**src/rtl/dsa_pkg.sv**
```systemverilog
// Shared types and constants for the scaler write path: drain FSM states and
// byte-lane geometry of the 32-bit memory word.
package dsa_pkg;

    localparam int unsigned LANES_PER_WORD = 4;
    localparam int unsigned BYTE_W         = 8;
    localparam int unsigned WORD_W         = LANES_PER_WORD * BYTE_W;

    typedef enum logic [1:0] {
        S_RUN   = 2'd0,
        S_DRAIN = 2'd1,
        S_WAIT  = 2'd2
    } state_e;

    // Place a byte in its little-endian lane, zeros elsewhere.
    function automatic logic [WORD_W-1:0] lane_place(input logic [1:0]        lane,
                                                     input logic [BYTE_W-1:0] b);
        return {{(WORD_W - BYTE_W){1'b0}}, b} << {lane, 3'b000};
    endfunction

    function automatic logic [LANES_PER_WORD-1:0] lane_onehot(input logic [1:0] lane);
        return {{(LANES_PER_WORD - 1){1'b0}}, 1'b1} << lane;
    endfunction

endpackage

```
**src/rtl/sync_fifo.sv**
```systemverilog
// Show-ahead synchronous FIFO. A push into a full FIFO is accepted only when a
// pop happens on the same edge; otherwise it is silently discarded.
module sync_fifo #(
    parameter int unsigned WIDTH = 8,
    parameter int unsigned DEPTH = 4
) (
    input  logic                     clk,
    input  logic                     rst,
    input  logic                     clear_i,
    input  logic                     push_i,
    input  logic [WIDTH-1:0]         wdata_i,
    input  logic                     pop_i,
    output logic [WIDTH-1:0]         rdata_o,
    output logic                     full_o,
    output logic                     empty_o,
    output logic [$clog2(DEPTH):0]   count_o
);

    localparam int unsigned PW = $clog2(DEPTH);

    logic [WIDTH-1:0] mem_q [DEPTH];
    logic [PW-1:0]    wptr_q, rptr_q;
    logic [PW:0]      count_q;
    logic             do_push, do_pop;

    always_comb begin
        empty_o = (count_q == '0);
        full_o  = (count_q == (PW + 1)'(DEPTH));
        do_pop  = pop_i && !empty_o;
        do_push = push_i && (!full_o || do_pop);
        count_o = count_q;
        // Head is forced to zero when empty so nothing stale is ever presented.
        rdata_o = empty_o ? '0 : mem_q[rptr_q];
    end

    always_ff @(posedge clk or posedge rst) begin
        if (rst) begin
            wptr_q  <= '0;
            rptr_q  <= '0;
            count_q <= '0;
        end else if (clear_i) begin
            wptr_q  <= '0;
            rptr_q  <= '0;
            count_q <= '0;
        end else begin
            if (do_push) begin
                wptr_q <= wptr_q + PW'(1);
            end
            if (do_pop) begin
                rptr_q <= rptr_q + PW'(1);
            end
            unique case ({do_push, do_pop})
                2'b10:   count_q <= count_q + (PW + 1)'(1);
                2'b01:   count_q <= count_q - (PW + 1)'(1);
                default: count_q <= count_q;
            endcase
        end
    end

    always_ff @(posedge clk) begin
        if (do_push && !clear_i) begin
            mem_q[wptr_q] <= wdata_i;
        end
    end

endmodule

```
**src/rtl/pixel_word_packer.sv**
```systemverilog
// Packs the scaler's byte-wide raster write stream into 32-bit little-endian
// words with byte enables, buffers them and drains the partial word on flush.
module pixel_word_packer
    import dsa_pkg::*;
#(
    parameter int unsigned AW         = 19,
    parameter int unsigned FIFO_DEPTH = 4
) (
    input  logic          clk,
    input  logic          rst,
    input  logic          i_clear,
    input  logic          i_px_we,
    input  logic [AW-1:0] i_px_addr,
    input  logic [7:0]    i_px_data,
    input  logic          i_flush,
    output logic          o_mem_valid,
    input  logic          i_mem_ready,
    output logic [AW-3:0] o_mem_addr,
    output logic [31:0]   o_mem_wdata,
    output logic [3:0]    o_mem_be,
    output logic          o_busy,
    output logic          o_flush_done,
    output logic          o_overflow,
    output logic [31:0]   o_word_count
);

    localparam int unsigned WAW     = AW - 2;
    localparam int unsigned ENTRY_W = WAW + WORD_W + LANES_PER_WORD;

    state_e                    state_q, state_d;
    logic                      pk_valid_q, pk_valid_d;
    logic [WAW-1:0]            pk_waddr_q, pk_waddr_d;
    logic [WORD_W-1:0]         pk_data_q, pk_data_d;
    logic [LANES_PER_WORD-1:0] pk_be_q, pk_be_d;
    logic                      overflow_q, overflow_d;
    logic [31:0]               word_count_q, word_count_d;

    logic [WAW-1:0]            px_waddr;
    logic [1:0]                px_lane;
    logic                      same_word;
    logic                      pix_push, drain_push, push;
    logic [ENTRY_W-1:0]        push_entry, head_entry;
    logic                      fifo_full, fifo_empty, pop;
    logic [$clog2(FIFO_DEPTH):0] fifo_count;

    // Pack register update and push selection.
    always_comb begin
        px_waddr   = i_px_addr[AW-1:2];
        px_lane    = i_px_addr[1:0];
        same_word  = pk_valid_q && (pk_waddr_q == px_waddr);
        pk_valid_d = pk_valid_q;
        pk_waddr_d = pk_waddr_q;
        pk_data_d  = pk_data_q;
        pk_be_d    = pk_be_q;
        pix_push   = 1'b0;
        drain_push = 1'b0;
        push_entry = {pk_waddr_q, pk_data_q, pk_be_q};

        if (i_px_we) begin
            if (same_word) begin
                pk_data_d = (pk_data_q & ~lane_place(px_lane, 8'hFF))
                          | lane_place(px_lane, i_px_data);
                pk_be_d   = pk_be_q | lane_onehot(px_lane);
            end else begin
                // A pixel in a new word evicts the old pack (if any).
                pix_push   = pk_valid_q;
                pk_valid_d = 1'b1;
                pk_waddr_d = px_waddr;
                pk_data_d  = lane_place(px_lane, i_px_data);
                pk_be_d    = lane_onehot(px_lane);
            end
            if (pk_be_d == '1) begin
                pix_push   = 1'b1;
                push_entry = {pk_waddr_d, pk_data_d, pk_be_d};
                pk_valid_d = 1'b0;
            end
        end

        // The drain carries any same-cycle merge, never a freshly loaded word.
        if (state_q == S_DRAIN && pk_valid_q && !pix_push) begin
            drain_push = 1'b1;
            push_entry = {pk_waddr_d, pk_data_d, pk_be_d};
            pk_valid_d = 1'b0;
        end

        push = pix_push || drain_push;

        if (i_clear) begin
            pk_valid_d = 1'b0;
            pk_waddr_d = '0;
            pk_data_d  = '0;
            pk_be_d    = '0;
        end
    end

    // Flush FSM, overflow and word counter.
    always_comb begin
        state_d      = state_q;
        overflow_d   = overflow_q;
        word_count_d = word_count_q;
        o_flush_done = 1'b0;

        unique case (state_q)
            S_RUN: begin
                if (i_flush) begin
                    state_d = S_DRAIN;
                end
            end
            S_DRAIN: begin
                state_d = pix_push ? S_DRAIN : S_WAIT;
            end
            S_WAIT: begin
                if (fifo_empty) begin
                    o_flush_done = 1'b1;
                    state_d      = S_RUN;
                end
            end
            default: state_d = S_RUN;
        endcase

        if (push && fifo_full && !pop) begin
            overflow_d = 1'b1;
        end
        if (pop) begin
            word_count_d = word_count_q + 32'd1;
        end

        if (i_clear) begin
            state_d      = S_RUN;
            overflow_d   = 1'b0;
            word_count_d = '0;
        end
    end

    always_ff @(posedge clk or posedge rst) begin
        if (rst) begin
            state_q      <= S_RUN;
            pk_valid_q   <= 1'b0;
            pk_waddr_q   <= '0;
            pk_data_q    <= '0;
            pk_be_q      <= '0;
            overflow_q   <= 1'b0;
            word_count_q <= '0;
        end else begin
            state_q      <= state_d;
            pk_valid_q   <= pk_valid_d;
            pk_waddr_q   <= pk_waddr_d;
            pk_data_q    <= pk_data_d;
            pk_be_q      <= pk_be_d;
            overflow_q   <= overflow_d;
            word_count_q <= word_count_d;
        end
    end

    sync_fifo #(
        .WIDTH (ENTRY_W),
        .DEPTH (FIFO_DEPTH)
    ) u_fifo (
        .clk     (clk),
        .rst     (rst),
        .clear_i (i_clear),
        .push_i  (push),
        .wdata_i (push_entry),
        .pop_i   (pop),
        .rdata_o (head_entry),
        .full_o  (fifo_full),
        .empty_o (fifo_empty),
        .count_o (fifo_count)
    );

    always_comb begin
        o_mem_valid  = !fifo_empty;
        pop          = o_mem_valid && i_mem_ready;
        o_mem_addr   = head_entry[ENTRY_W-1 -: WAW];
        o_mem_wdata  = head_entry[WORD_W + LANES_PER_WORD - 1 : LANES_PER_WORD];
        o_mem_be     = head_entry[LANES_PER_WORD-1:0];
        o_busy       = pk_valid_q || (fifo_count != '0) || (state_q != S_RUN);
        o_overflow   = overflow_q;
        o_word_count = word_count_q;
    end

endmodule

```
**config.mk**
```make
export PLATFORM = sky130hd
export DESIGN_NAME = pixel_word_packer
export DESIGN_NICKNAME = d
export VERILOG_FILES = /design/src/rtl/dsa_pkg.sv /design/src/rtl/sync_fifo.sv /design/src/rtl/pixel_word_packer.sv
export SDC_FILE = /design/constraint.sdc
export NUM_CORES = 1
export LEC_CHECK = 0
export BUFFER_PORTS_ARGS = -buffer_cell sky130_fd_sc_hd__buf_2
export CAP_MARGIN = 20
export CORE_UTILIZATION = 55
export DETAILED_ROUTE_END_ITERATION = 6
export MAX_ROUTING_LAYER = met4
export PLACE_DENSITY = 0.85
export SLEW_MARGIN = 20
export SYNTH_ARGS = -nofsm -noshare
export SYNTH_HDL_FRONTEND = slang
export SYNTH_HIERARCHICAL = 1
export SYNTH_SLANG_ARGS = --single-unit
export TNS_END_PERCENT = 30
```
**constraint.sdc**
```tcl
create_clock -name clk -period 9.4 [get_ports clk]
set_input_delay 1.88 -clock clk [delete_from_list [all_inputs] [get_ports clk]]
set_output_delay 1.88 -clock clk [all_outputs]
set_load 0.01 [all_outputs]
```
==> results of run 1 <==
==> synthesized netlist by cell type (all sizes together), types with 4 or more instances <==
master    n  area (um2)
a31oi     4        40.0
mux2     33         375
nor3      5        35.0
a21oi    14        70.1
clkbuf   37         149
mux4     53        1190
o21bai    4        30.0
buf      19         133
mux2i    20         200
a311oi    4        35.0
xnor2    22         193
nor3b     5        37.5
nor2b    46         288
and2      4        25.0
nor2     67         251
nand4    18         164
nand3    15        75.1
a22o      8        70.1
and2b    11        82.6
ha        5        62.6
edfxtp  212        6370
inv      36         135
nand2    46         173
o21ai    28         140
xor2     27         236
nand2b    7        51.3
and4      6        52.6
dfrtp    96        2400
and3     10        62.6
==> routing by layer <==
layer | vias up | wire length [um] | GRT usage
met5 | - | 0 | -
met4 | 0 | 611 | 0.0600
met3 | 45 | 1740 | 0.0372
met2 | 284 | 13800 | 0.386
met1 | 3928 | 11500 | 0.310
li1 | 3516 | - | -
==> kinds of logic (layout without fill, tap and decap cells) <==
group	Yosys count	in the layout
xor gates and xnor gates	49	49
other	0	4
adders and majority gates	6	6
DFF	308	308
buffers and inverters	93	227
muxes	106	106
and+or+nand+nor	248	248
AOI/OAI and AO/OA	82	82
==> final timing paths <==
path,start,end,slack (ns),depth (start not counted)
worst max-delay path,u_fifo/rptr_q[0]$_DFFE_PP0P_,o_mem_addr[15],4.66,4
worst min-delay path,pk_data_q[5]$_DFF_PP0_,pk_data_q[5]$_DFF_PP0_,0.51,1
worst max register to register,u_fifo/count_o[0]$_DFFE_PP0P_,u_fifo/count_o[2]$_DFFE_PP0P_,5.83,9
worst min register to register,pk_data_q[5]$_DFF_PP0_,pk_data_q[5]$_DFF_PP0_,0.51,1
max in group asynchronous,rst,pk_data_q[9]$_DFF_PP0_,6.86,3
min in group asynchronous,rst,u_fifo/rptr_q[0]$_DFFE_PP0P_,1.30,2
==> sequential cells by signal (all words and copies together) (netlist names) <==
signal,count
o_word_count,32
pk_valid_q,1
u_fifo/rptr_q,2
state_q,2
pk_be_q,4
pk_waddr_q,17
o_overflow,1
u_fifo/wptr_q,2
pk_data_q,32
u_fifo/count_o,3
u_fifo/mem_q,212
==> power by group <==
| part | leakage [nW] | total [mW] | switching [mW] | internal, mW |
|---|---|---|---|---|
| logic | 2.18 | 0.131 | 0.0809 | 0.0504 |
| clock network | 0.461 | 1.16 | 0.487 | 0.677 |
| registers | 3.18 | 1.49 | 0.0183 | 1.47 |
| total | 5.82 | 2.79 | 0.586 | 2.20 |
==> stage by stage <==
step           std cells  hold WS, ns
4_1_cts             1345        0.503
5_1_grt             1349        0.526
2_1_floorplan        892        0.461
3_3_place_gp        1291        0.479
3_5_place_dp        1291        0.476
6_report            1349        0.506
==> final cells by class <==
| cell class | instances | share of cell area |
|---|---|---|
| clock buffers | 42 | 0.0528 |
| multi-input cells | 491 | 0.278 |
| clock inverters | 12 | 0.00961 |
| diodes | 4 | 0.000657 |
| well taps | 319 | 0.0262 |
| inverters | 36 | 0.00895 |
| flip-flops and latches | 308 | 0.576 |
| repair buffers | 137 | 0.0476 |
==> layout by cell type, fill, tap and decap left out, types with 4 or more instances in the layout <==
master,netlist,layout
a21oi_1,14,14
a22o_1,8,8
a311oi_1,4,4
and2_1,4,4
and2b_1,11,11
and3_1,10,10
and4_1,6,6
buf_2,4,121
buf_4,9,16
clkbuf_1,36,10
clkbuf_16,0,29
clkinv_2,0,4
dfrtp_1,96,94
diode_2,0,4
edfxtp_1,212,212
ha_1,5,5
inv_1,36,35
mux2_2,31,31
mux2i_1,20,20
mux4_2,53,53
nand2_1,46,46
nand2b_1,6,6
nand3_1,15,15
nand4_1,14,14
nor2_1,67,67
nor2b_1,46,46
nor3b_2,0,4
o21ai_0,28,28
o21bai_1,4,4
xnor2_1,22,22
xor2_1,27,27
==> key figures, run 1 <==
Logic synthesis
  • Synth warn: 6
  • Post-synthesis compound-gate area fraction: 0.0418
  • Cell Area, Synth: between 0.01 and 0.015 mm2
  • Post-synth top flop: edfxtp_1
  • Post-synthesis sequential area ratio: 0.654
  • Count of cell types in the netlist: between 60 and 70
  • Synthesized Nets: 931
  • EDFF count, synth: about 210
  • Ys async rst share: 0.312
  • Mux contribution to synthesized area: 0.132
  • Syn Inst Count: between 800 and 900
  • Simple-Gate Fraction of Synth Area: 0.102
  • Synth Area in Adders: 0.00616
  • Largest family of logic cells by synthesized area: multiplexers
  • Synth Area in XOR/XNOR: 0.0320
  • FF+latch count, synth: just over 300
  • Syn avg cell area: around 15 um2

Floorplanning
  • Die H: roughly 160 um
  • Die Area: roughly 0.025 mm2
  • Die X: 158 um
  • Core Footprint: around 0.024 mm2
  • Num ports: 122
  • # rows: 56
  • Starting density of the core: 0.566

Setup path
  • WP buf/inv: 2
  • Critical path arrival: about 2.9 ns
  • Crit-path max FO: 32
  • CP Class: reg2out
  • Worst-path cell chain: buf_4 > mux4_2 > nor2b_1 > buf_2
  • CP max-delay cell: dfrtp_4
  • Worst setup EP type: output pin
  • Startpoint types: flop
  • CP peak stage delay: 0.76 ns
  • Delay-heaviest family, CP: buffers and inverters
  • Req. time, crit path: approximately 7.5 ns

STA
  • RSZ-0062 raised after global routing: false
  • Slew Viols, Final: 0
  • Post-route setup slack: approximately 4.7 ns
  • Setup-failing EPs final: 0
  • Final Hold Fails: 0
  • Worst Skew: 0.00736 ns
  • Period utilisation layout: 0.505
  • Max transition margin: 0.468
  • Min cycle time layout: 4.74 ns
  • Total Neg Setup Slack: 0 ns
  • Worst-Margin Slew: 0.798 ns
  • F_max: 0.211 GHz

Clock tree
  • Htree depth: 1
  • Root Driver: clkbuf_16
  • Post-CTS Setup Repair Bufs: 0
  • CTS tree: built
  • # hold bufs at CTS: 0
  • Inserted Clock Buffers: 29
  • Clock Path Buffers: 3
  • CTS clk-pin slew, worst paths: 0.06 ns
  • Skew-Pair Late Insertion Delay: 0.54 ns
  • Clock sinks: 308
  • Post-CTS sizing: 0

Cells and area
  • Util after Layout: 0.643
  • FF+latch area: 0.00877 mm2
  • Area growth from synthesis to layout: 13.6%
  • Multi-input combinational cell area: approximately 0.0042 mm2
  • # fillers: between 1,500 and 2,000
  • Share of cells above drive strength 1: 0.276
  • Finished Cell Area: between 0.015 and 0.02 mm2
  • Nets@finish: ~1,000

Place
  • Area after DPL: 0.0143 mm2
  • Setup slack at placement: roughly 4.5 ns
  • Final HPWL DP: ~17,000 um
  • Port bufs: ~120
  • Routability cong.: around 0.89

Routing
  • First-pass DRT Iterations: 5
  • ANT nets after route: 0
  • Drt total wl: 27,700 um
  • DR DRC count: 0
  • Vias: just under 8,000
  • Drt initial violations: 659
  • Vias per cell: slightly below 6
  • WL/cell: ~20 um

Run
  • Maxcap violations: 0

Power and ir drop
  • Overall power: 2.79 mW
  • Pleak: 5.82 nW
  • Power Density: 183 mW/mm2
  • Worst IR Drop VDD: about 0.00015 V

Global routing
  • Largest net degree at the start of global routing: 75
  • Vias in the first global route: ~7,900
  • Overflow after GRT: 0
  • Initial antenna violation count: 4
  • Global Route Usage Sum: 0.235
  • First-pass GRT wire length: about 43,000 um

Worst hold path
  • Hold Crit Class: reg2reg

Status
  • Status: finished, final reports clean
Power figures use the tool's default switching activity.
==> run 2, diff against run 1 <==
clock period = 4.4 ns   (was 9.4 ns; I/O delays follow)
==> run 2 against run 1 <==
- final area rose by 1.5%
- clock power increased by 130%
- register-to-register slack worse by 4.6 ns
- first-iteration DRC count shrank 3.2%
- sequential power up 110%
- critical path depth is the same
- wire length down 1.9%
- critical path type unchanged
- largest power group unchanged
==> key figures, run 2 (synthesis gave the netlist of run 1 again) <==
Status
  • Status: finished, final reports clean

Setup path
  • CP startpoint: u_fifo/rptr_q[0]$_DFFE_PP0P_
  • Worst setup EP type: output pin
  • CP Class: reg2out
  • Startpoint types: flop
  • Worst r2r dst: u_fifo/count_o[2]$_DFFE_PP0P_
  • FF-to-FF Start: pk_be_q[1]$_DFF_PP0_
  • Critical path arrival: approximately 2.6 ns
  • R2R setup slack: between 1 and 1.5 ns
  • R2R depth: 10
  • Crit-path max FO: 33
  • Req. time, crit path: 3.52 ns

Global routing
  • First-pass GRT wire length: 42,800 um
  • Vias in the first global route: 7,935
  • Overflow after GRT: 0
  • Largest net degree at the start of global routing: 62
  • Global Route Usage Sum: 0.232
  • Initial antenna violation count: 3

Cells and area
  • Multi-input combinational cell area: about 0.0043 mm2
  • Commonest non-fill, non-tap cell in the layout: edfxtp_1
  • Post-Layout Cell Count: about 1,400
  • Util after Layout: 0.653
  • FF+latch area: roughly 0.0088 mm2
  • Most frequent cells in the layout: edfxtp_1, buf_2, dfrtp_1
  • # fillers: roughly 1,600
  • Max FFs per register: between 200 and 250
  • Area growth from synthesis to layout: 15.4%
  • Reg with most FFs: u_fifo/mem_q
  • Nets@finish: ~1,000
  • Finished Cell Area: approximately 0.015 mm2
  • Share of cells above drive strength 1: 0.288

Clock tree
  • Clock Path Buffers: 3
  • Root Driver: clkbuf_16
  • CTS clk-pin slew, worst paths: about 0.07 ns
  • Htree depth: 1
  • CTS tree: built
  • Clock sinks: roughly 310
  • Post-CTS sizing: 0
  • Post-CTS Setup Repair Bufs: 0
  • # hold bufs at CTS: 0
  • Skew-Pair Late Insertion Delay: roughly 0.58 ns
  • Inserted Clock Buffers: 31

STA
  • Max transition margin: 0.489
  • Min cycle time layout: 3.45 ns
  • RSZ-0062 raised after global routing: false
  • Total Neg Setup Slack: 0 ns
  • Post-route setup slack: 0.952 ns
  • Final Hold Fails: 0
  • Setup-failing EPs final: 0
  • F_max: a little under 0.3 GHz
  • Period utilisation layout: 0.784
  • Worst Skew: about 0.027 ns
  • Minimum hold slack: roughly 0.28 ns
  • Slew Viols, Final: 0
  • Worst-Margin Slew: approximately 0.76 ns

Floorplanning
  • Core Footprint: about 0.024 mm2
  • Num ports: between 100 and 150
  • Starting density of the core: 0.566
  • Die X: approximately 160 um
  • Die Area: between 0.02 and 0.03 mm2
  • # rows: 56
  • Die H: 158 um

Routing
  • DR DRC count: 0
  • Vias per cell: roughly 5.8
  • WL/cell: 20.0 um
  • Drt total wl: 27,200 um
  • Drt initial violations: 638
  • Vias: slightly below 8,000
  • First-pass DRT Iterations: 5
  • ANT nets after route: 0

Power and ir drop
  • Pleak: a little under 6 nW
  • P_int: approximately 5 mW
  • Worst IR Drop VDD: 0.000313 V
  • Combinational Power Share: 0.047
  • Total net switching power: between 1 and 1.5 mW
  • Sw frac: 0.214
  • Power Density: 400 mW/mm2
  • Clock power share: 0.438
  • Overall power: 6.19 mW
  • Reg power frac: 0.515

Place
  • Area after DPL: ~0.014 mm2
  • Final HPWL DP: between 15,000 and 20,000 um
  • Post-Place Cells: between 1,000 and 1,500
  • Setup slack at placement: roughly 0.56 ns
  • Port bufs: roughly 120
  • Routability cong.: 0.821

Run
  • Maxcap violations: 0

Worst hold path
  • Hold Crit Class: in2async
==> run 2: cell count changes in the layout (fill, tap and decap cells not counted), sizes merged <==
cell,previous run,this run
clkbuf,42,34
clkinv,8,14
buf,137,140
clkinvlp,1,4
bufinv,3,5
diode,4,5
==> run 2: area by class of cell <==
class,count,share of cell area
Inverter,36,0.00882
Antenna cell,5,0.000809
Multi-Input combinational cell,491,0.276
Clock buffer,34,0.0509
Tap cell,319,0.0258
Sequential cell,308,0.567
Timing Repair Buffer,140,0.0524
Clock inverter,23,0.0183
==> run 2: critical path: stages, from the launching register on <==
cell and delay, ns:
dfrtp_4 0.73, buf_12 0.33, mux4_2 0.60, and2b_1 0.19, buf_2 0.13
==> run 2: routing by layer <==
metal	up-vias	track usage	wire length [um]
met5	-	-	0
met4	0	0.0673	578
met3	67	0.0441	1770
met2	282	0.372	13500
met1	3988	0.304	11300
li1	3527	-	-
==> run 2: power by group through the flow <==
stage | clock network [mW] | logic [mW] | registers [mW]
2_1_floorplan | 0 | 0.195 | 3.23
3_3_place_gp | 0 | 0.280 | 3.24
3_5_place_dp | 0 | 0.288 | 3.25
4_1_cts | 2.76 | 0.292 | 3.19
5_1_grt | 2.87 | 0.317 | 3.19
6_report | 2.71 | 0.290 | 3.19
==> run 2: how the worst max path moves through the flow <==
stage / to / slack [ns] / cells past startpoint
6_report: o_mem_be[0] / 0.95 / 4
5_1_grt: o_mem_be[0] / 0.82 / 4
4_1_cts: o_mem_be[0] / 0.89 / 4
3_5_place_dp: u_fifo/mem_q[3][17]$_DFFE_PP_ / 0.56 / 9
3_3_place_gp: u_fifo/count_o[2]$_DFFE_PP0P_ / 0.69 / 11
2_1_floorplan: u_fifo/mem_q[0][0]$_DFFE_PP_ / -0.53 / 9
